==> src/rtl/axis_pixel_proc.sv <==
// AXI4-Stream per-lane pixel processor (pass / invert / threshold / saturating add)
// with a skid-buffered handshake. Define AXIS_PIXEL_PROC_STATS_EN for beat/packet counters.
module axis_pixel_proc #(
  parameter int DATA_WIDTH = 32,
  parameter int LANE_WIDTH = 8
) (
  input  logic                  axi_clk,
  input  logic                  axi_reset,
  input  logic [1:0]            cfg_mode,
  input  logic [LANE_WIDTH-1:0] cfg_operand,
  input  logic                  s_axis_valid,
  input  logic [DATA_WIDTH-1:0] s_axis_data,
  input  logic                  s_axis_tlast,
  output logic                  s_axis_ready,
  output logic                  m_axis_valid,
  output logic [DATA_WIDTH-1:0] m_axis_data,
  output logic                  m_axis_tlast,
  input  logic                  m_axis_ready,
  output logic [31:0]           pkt_count,
  output logic [31:0]           beat_count
);

  localparam int NLANES = DATA_WIDTH / LANE_WIDTH;
  localparam logic [LANE_WIDTH-1:0] LANE_MAX = '1;

  typedef enum logic {IDLE, IN_PKT} state_t;

  state_t                  state_q;
  logic [1:0]              mode_q;
  logic [LANE_WIDTH-1:0]   operand_q;

  logic                    out_valid_q, out_valid_d;
  logic [DATA_WIDTH-1:0]   out_data_q,  out_data_d;
  logic                    out_last_q,  out_last_d;
  logic                    skid_valid_q, skid_valid_d;
  logic [DATA_WIDTH-1:0]   skid_data_q, skid_data_d;
  logic                    skid_last_q, skid_last_d;
  logic                    s_ready_q;

  logic [1:0]              eff_mode;
  logic [LANE_WIDTH-1:0]   eff_operand;
  logic [DATA_WIDTH-1:0]   proc_data;
  logic                    accept, drain;

  function automatic logic [LANE_WIDTH-1:0] lane_op(input logic [1:0]            mode,
                                                    input logic [LANE_WIDTH-1:0] x,
                                                    input logic [LANE_WIDTH-1:0] op);
    logic [LANE_WIDTH:0]   sum;
    logic [LANE_WIDTH-1:0] y;
    sum = {1'b0, x} + {1'b0, op};
    case (mode)
      2'b00:   y = x;
      2'b01:   y = LANE_MAX - x;
      2'b10:   y = (x >= op) ? LANE_MAX : '0;
      default: y = sum[LANE_WIDTH] ? LANE_MAX : sum[LANE_WIDTH-1:0];
    endcase
    return y;
  endfunction

  assign accept       = s_axis_valid && s_ready_q;
  assign drain        = out_valid_q && m_axis_ready;
  assign s_axis_ready = s_ready_q;
  assign m_axis_valid = out_valid_q;
  assign m_axis_data  = out_data_q;
  assign m_axis_tlast = out_last_q;

  // The first beat of a packet uses the live config; later beats use the latched copy.
  assign eff_mode    = (state_q == IDLE) ? cfg_mode    : mode_q;
  assign eff_operand = (state_q == IDLE) ? cfg_operand : operand_q;

  always_comb begin
    proc_data = '0;
    for (int i = 0; i < NLANES; i++) begin
      proc_data[i*LANE_WIDTH +: LANE_WIDTH] =
        lane_op(eff_mode, s_axis_data[i*LANE_WIDTH +: LANE_WIDTH], eff_operand);
    end
  end

  // NOTE: every signal assigned in always_comb gets a default first, so no latch is inferred.
  always_comb begin
    out_valid_d  = out_valid_q;
    out_data_d   = out_data_q;
    out_last_d   = out_last_q;
    skid_valid_d = skid_valid_q;
    skid_data_d  = skid_data_q;
    skid_last_d  = skid_last_q;
    if (skid_valid_q) begin
      if (drain) begin
        out_data_d   = skid_data_q;
        out_last_d   = skid_last_q;
        skid_valid_d = 1'b0;
      end
    end else if (accept) begin
      if (!out_valid_q || drain) begin
        out_valid_d = 1'b1;
        out_data_d  = proc_data;
        out_last_d  = s_axis_tlast;
      end else begin
        skid_valid_d = 1'b1;
        skid_data_d  = proc_data;
        skid_last_d  = s_axis_tlast;
      end
    end else if (drain) begin
      out_valid_d = 1'b0;
    end
  end

  // NOTE: sequential state uses non-blocking assignments so all registers update together.
  always_ff @(posedge axi_clk) begin
    if (axi_reset) begin
      out_valid_q  <= 1'b0;
      out_data_q   <= '0;
      out_last_q   <= 1'b0;
      skid_valid_q <= 1'b0;
      s_ready_q    <= 1'b1;
    end else begin
      out_valid_q  <= out_valid_d;
      out_data_q   <= out_data_d;
      out_last_q   <= out_last_d;
      skid_valid_q <= skid_valid_d;
      s_ready_q    <= !skid_valid_d;
    end
  end

  // NOTE: skid payload is qualified by skid_valid_q, so it needs no reset.
  always_ff @(posedge axi_clk) begin
    skid_data_q <= skid_data_d;
    skid_last_q <= skid_last_d;
  end

  always_ff @(posedge axi_clk) begin
    if (axi_reset) begin
      state_q   <= IDLE;
      mode_q    <= 2'b00;
      operand_q <= '0;
    end else if (accept) begin
      case (state_q)
        IDLE: begin
          mode_q    <= cfg_mode;
          operand_q <= cfg_operand;
          state_q   <= s_axis_tlast ? IDLE : IN_PKT;
        end
        default: if (s_axis_tlast) state_q <= IDLE;
      endcase
    end
  end

`ifdef AXIS_PIXEL_PROC_STATS_EN
  logic [31:0] pkt_count_q, beat_count_q;

  always_ff @(posedge axi_clk) begin
    if (axi_reset) begin
      pkt_count_q  <= '0;
      beat_count_q <= '0;
    end else if (drain) begin
      beat_count_q <= beat_count_q + 32'd1;
      if (out_last_q) pkt_count_q <= pkt_count_q + 32'd1;
    end
  end

  assign pkt_count  = pkt_count_q;
  assign beat_count = beat_count_q;
`else
  assign pkt_count  = '0;
  assign beat_count = '0;
`endif

endmodule

==> config.mk <==
export PLATFORM = sky130hd
export DESIGN_NAME = axis_pixel_proc
export DESIGN_NICKNAME = d
export VERILOG_FILES = /design/src/rtl/axis_pixel_proc.sv
export SDC_FILE = /design/constraint.sdc
export NUM_CORES = 1
export LEC_CHECK = 0
export ABC_AREA = 0
export CORE_MARGIN = 4
export CORE_UTILIZATION = 40
export CTS_BUF_LIST = sky130_fd_sc_hd__clkbuf_4 sky130_fd_sc_hd__clkbuf_8
export CTS_CLUSTER_DIAMETER = 100
export DETAILED_ROUTE_END_ITERATION = 8
export PLACE_DENSITY = 0.64
export REMOVE_ABC_BUFFERS = 1
export SYNTH_ARGS = -nofsm -noshare
export SYNTH_HDL_FRONTEND = slang
export SYNTH_SLANG_ARGS = --single-unit
==> constraint.sdc <==
create_clock -name axi_clk -period 7.85 [get_ports axi_clk]
set_clock_uncertainty 0.15 [all_clocks]
set_input_delay 1.1775 -clock axi_clk [delete_from_list [all_inputs] [get_ports axi_clk]]
set_output_delay 1.1775 -clock axi_clk [all_outputs]
set_load 0.01 [all_outputs]
==> results.py <==
metrics = {
    "setup_path": {
        "worstPathRequired_ps": 7990,
        "worstPathMaxFanout": 8,
        "crit_arrival_ps": 4480,
        "timing.rr.start": "state_q",
        "start_kind": "input pin",
        "crit_start": "cfg_operand[1]",
        "critPathCaptureType": "flop",
        "cp_cell_sequence": "clkdlybuf4s50_1, mux2i_1, inv_1, fa_1, a21oi_1, o221ai_1, a31oi_1, and3_1, o22ai_1, a21bo_2",
        "critPathKind": "in -> reg",
        "cpMaxStageDelayCell": "mux2i_1",
        "critPathMaxStageDelay_ps": 550,
    },
    "layout": {
        "stdcell_count": 1033,
        "areaGrowthSynthToFinish_pct": 14.52,
        "final_common_cell": "clkdlybuf4s50_1",
        "n_antenna_cell": 0,
        "drive_gt1_share_pct": 7.099,
        "mostFrequentLayoutCells": "80 x clkdlybuf4s50_1, 72 x ha_1, 71 x a21oi_1",
        "nets": 935,
        "fin_util_pct": 47.33,
    },
    "synthesis": {
        "yosysWarnings": 0,
        "synth-seq-area-share_pct": 29.01,
        "synth_area_um2": 6660,
        "avgSynthCellArea_um2": 8.904,
        "ys_ff_latch": 80,
        "yosysUniqueCellTypes": 72,
        "postSynthCellCount": 748,
        "synth_edf_count": 33,
        "async_flop_share_pct": 0,
        "synth_flop_cell": "dfxtp_1",
    },
    "grt": {
        "grt_max_degree": 34,
        "grt.overflow.total": 0,
        "grt_usage_pct": 18.82,
        "grt_pass1_wl_mm": 27.11,
        "grt_antenna_before_repair": 0,
        "first_global_vias": 4934,
    },
    "power_and_ir_drop": {
        "switching_power_uw": 481.8,
        "power_density_nw_per_um2": 176.7,
        "irDropWorstVdd_v": 0.00008112,
        "p_sw_share_pct": 35.75,
        "p_comb_share_pct": 38.9,
        "p_total_mw": 1.348,
        "pwr-share-seq_pct": 37.1,
        "p_int_uw": 866.0,
        "p_leak_nw": 3.163,
        "clock_power_share_pct": 24.0,
    },
    "sta": {
        "drv_slew": 0,
        "setup_violations": 0,
        "finalCritPeriodShare_pct": 55.35,
        "rsz0062_at_grt": "false",
        "hold_viol": 0,
        "final.setup.tns_ps": 0,
        "fmax_ghz": 0.2302,
        "finalCriticalPeriod_ps": 4345,
        "slew-limit-headroom_pct": 30.60,
        "worst_pin_slew_ps": 1041,
        "hold_ws_ps": 324.4,
    },
    "status": {
        "status": "complete, no violations",
    },
    "placed_design": {
        "io_buffers": 81,
        "gp_congestion": 0.9034,
        "dpl.hpwl_mm": 13.09,
        "dpl.cell_count": 1017,
    },
    "floorplanning": {
        "initial_core_util_pct": 41.33,
        "die_w_um": 137.0,
        "design.core.area_um2": 16120,
        "dieArea_um2": 18780,
        "io_pins": 146,
        "row_count": 46,
        "chipHeight_um": 137.0,
    },
    "cts": {
        "postCtsSetupBuffers": 0,
        "cts_root_buf": "clkbuf_8",
        "clockBufferDepth": 2,
        "cts_tree": "built",
        "cts.sinks": 80,
        "clk_pin_slew_worst_paths_ps": 80,
        "h-tree-depth": 3,
        "cts-hold-fix-buffers": 0,
        "cts_made_buffers": 9,
        "clock_latency_ps": 390,
        "cts_resized": 0,
    },
    "routing": {
        "drc": 0,
        "vias_per_cell": 5.241,
        "vias": 5414,
        "routedWlPerCell_um": 17.15,
        "first_iter_violations": 421,
        "ant_nets": 0,
        "routed_wl_mm": 17.71,
        "first_pass_iters": 5,
    },
    "run": {
        "maxCapViolCount": 0,
    },
    "min_path": {
        "worstHoldPathType": "reg -> reg",
        "worstHoldStart": "m_axis_data[7]",
    },
}
==> cell usage after synthesis (9+ instances only) <==
master | count | area (um2)
ha_1 | 72 | 900.9
a21oi_1 | 71 | 355.3
buf_4 | 65 | 488.0
inv_1 | 52 | 195.2
dfxtp_1 | 47 | 940.9
xnor2_1 | 39 | 341.6
nand2_1 | 37 | 138.9
nor2_1 | 36 | 135.1
edfxtp_1 | 33 | 991.0
nor3_1 | 27 | 135.1
o21ai_0 | 27 | 135.1
clkbuf_1 | 26 | 97.59
a31oi_1 | 18 | 112.6
a211oi_1 | 14 | 105.1
mux2i_1 | 14 | 140.1
a21o_1 | 13 | 97.59
and3_1 | 13 | 81.33
nor2b_1 | 11 | 68.82
o2bb2ai_1 | 10 | 87.58
nand3_1 | 9 | 45.04
==> registers in the layout (all words and copies together), names as in the netlist <==
signal        flops
m_axis_data      32
skid_data_q      32
operand_q         8
mode_q            2
m_axis_tlast      1
m_axis_valid      1
s_axis_ready      1
skid_last_q       1
skid_valid_q      1
state_q           1
==> area by class of cell <==
type	count	area, um2
inverter	52	195.2
clock buffer	13	160.2
multi-input combinational	579	4155
sequential	80	1932
clock inverter	3	41.29
tap	216	270.3
fill	1603	8488
timing repair buffer	90	873.3
==> power groups by stage <==
stage / combinational, mW / clock [mW] / sequential [mW]
4_1_cts: 0.524 / 0.330 / 0.501
5_1_grt: 0.576 / 0.342 / 0.505
6_report: 0.524 / 0.323 / 0.501
2_1_floorplan: 0.327 / 0 / 0.516
3_5_place_dp: 0.520 / 0 / 0.510
3_3_place_gp: 0.521 / 0 / 0.510
==> worst max-delay path: cells and delay by family <==
| family | cells | cell delay, ps |
|---|---|---|
| AOI/OAI and AO/OA | 5 | 1170 |
| buffers and inverters | 2 | 800 |
| muxes | 1 | 550 |
| adders and majority gates | 1 | 520 |
| and+or+nand+nor | 1 | 250 |
==> stage by stage <==
step | setup WS (ps) | instance area (um2)
after floorplan | 2879 | 6255
after global placement | 3218 | 7426
after detailed placement | 3136 | 7426
after CTS | 3549 | 7627
after global routing | 3220 | 7627
final | 3505 | 7627
==> worst paths after layout <==
kind,end,slack (ps),cells past startpoint
max,m_axis_data[31],3510,10
min,m_axis_data[7],320,2
min reg2reg,m_axis_data[7],320,2
max reg2reg,m_axis_data[31],3590,9
==> logic make-up (layout without fill, tap and decap cells) <==
family / count (synthesis) / count (layout) / synth area share [%]
multiplexers: 18 / 18 / 3.006
adder cells (fa/ha/maj): 76 / 76 / 14.73
AO/OA/AOI/OAI: 212 / 212 / 22.30
flip-flops: 80 / 80 / 29.01
XOR/XNOR: 46 / 46 / 6.049
buffers and inverters: 152 / 158 / 12.57
AND/OR/NAND/NOR: 163 / 163 / 12.29
other: 1 / 64 / 0.05631
==> metal layers <==
layer	GRT usage, %	vias to the layer above	part of all wire, %
met5	0	-	0
met1	25.40	2548	47
met2	30.44	174	46
met3	3.235	17	5.4
met4	6.375	0	1.5
li1	-	2675	-
(Power assumes the default switching activity.)
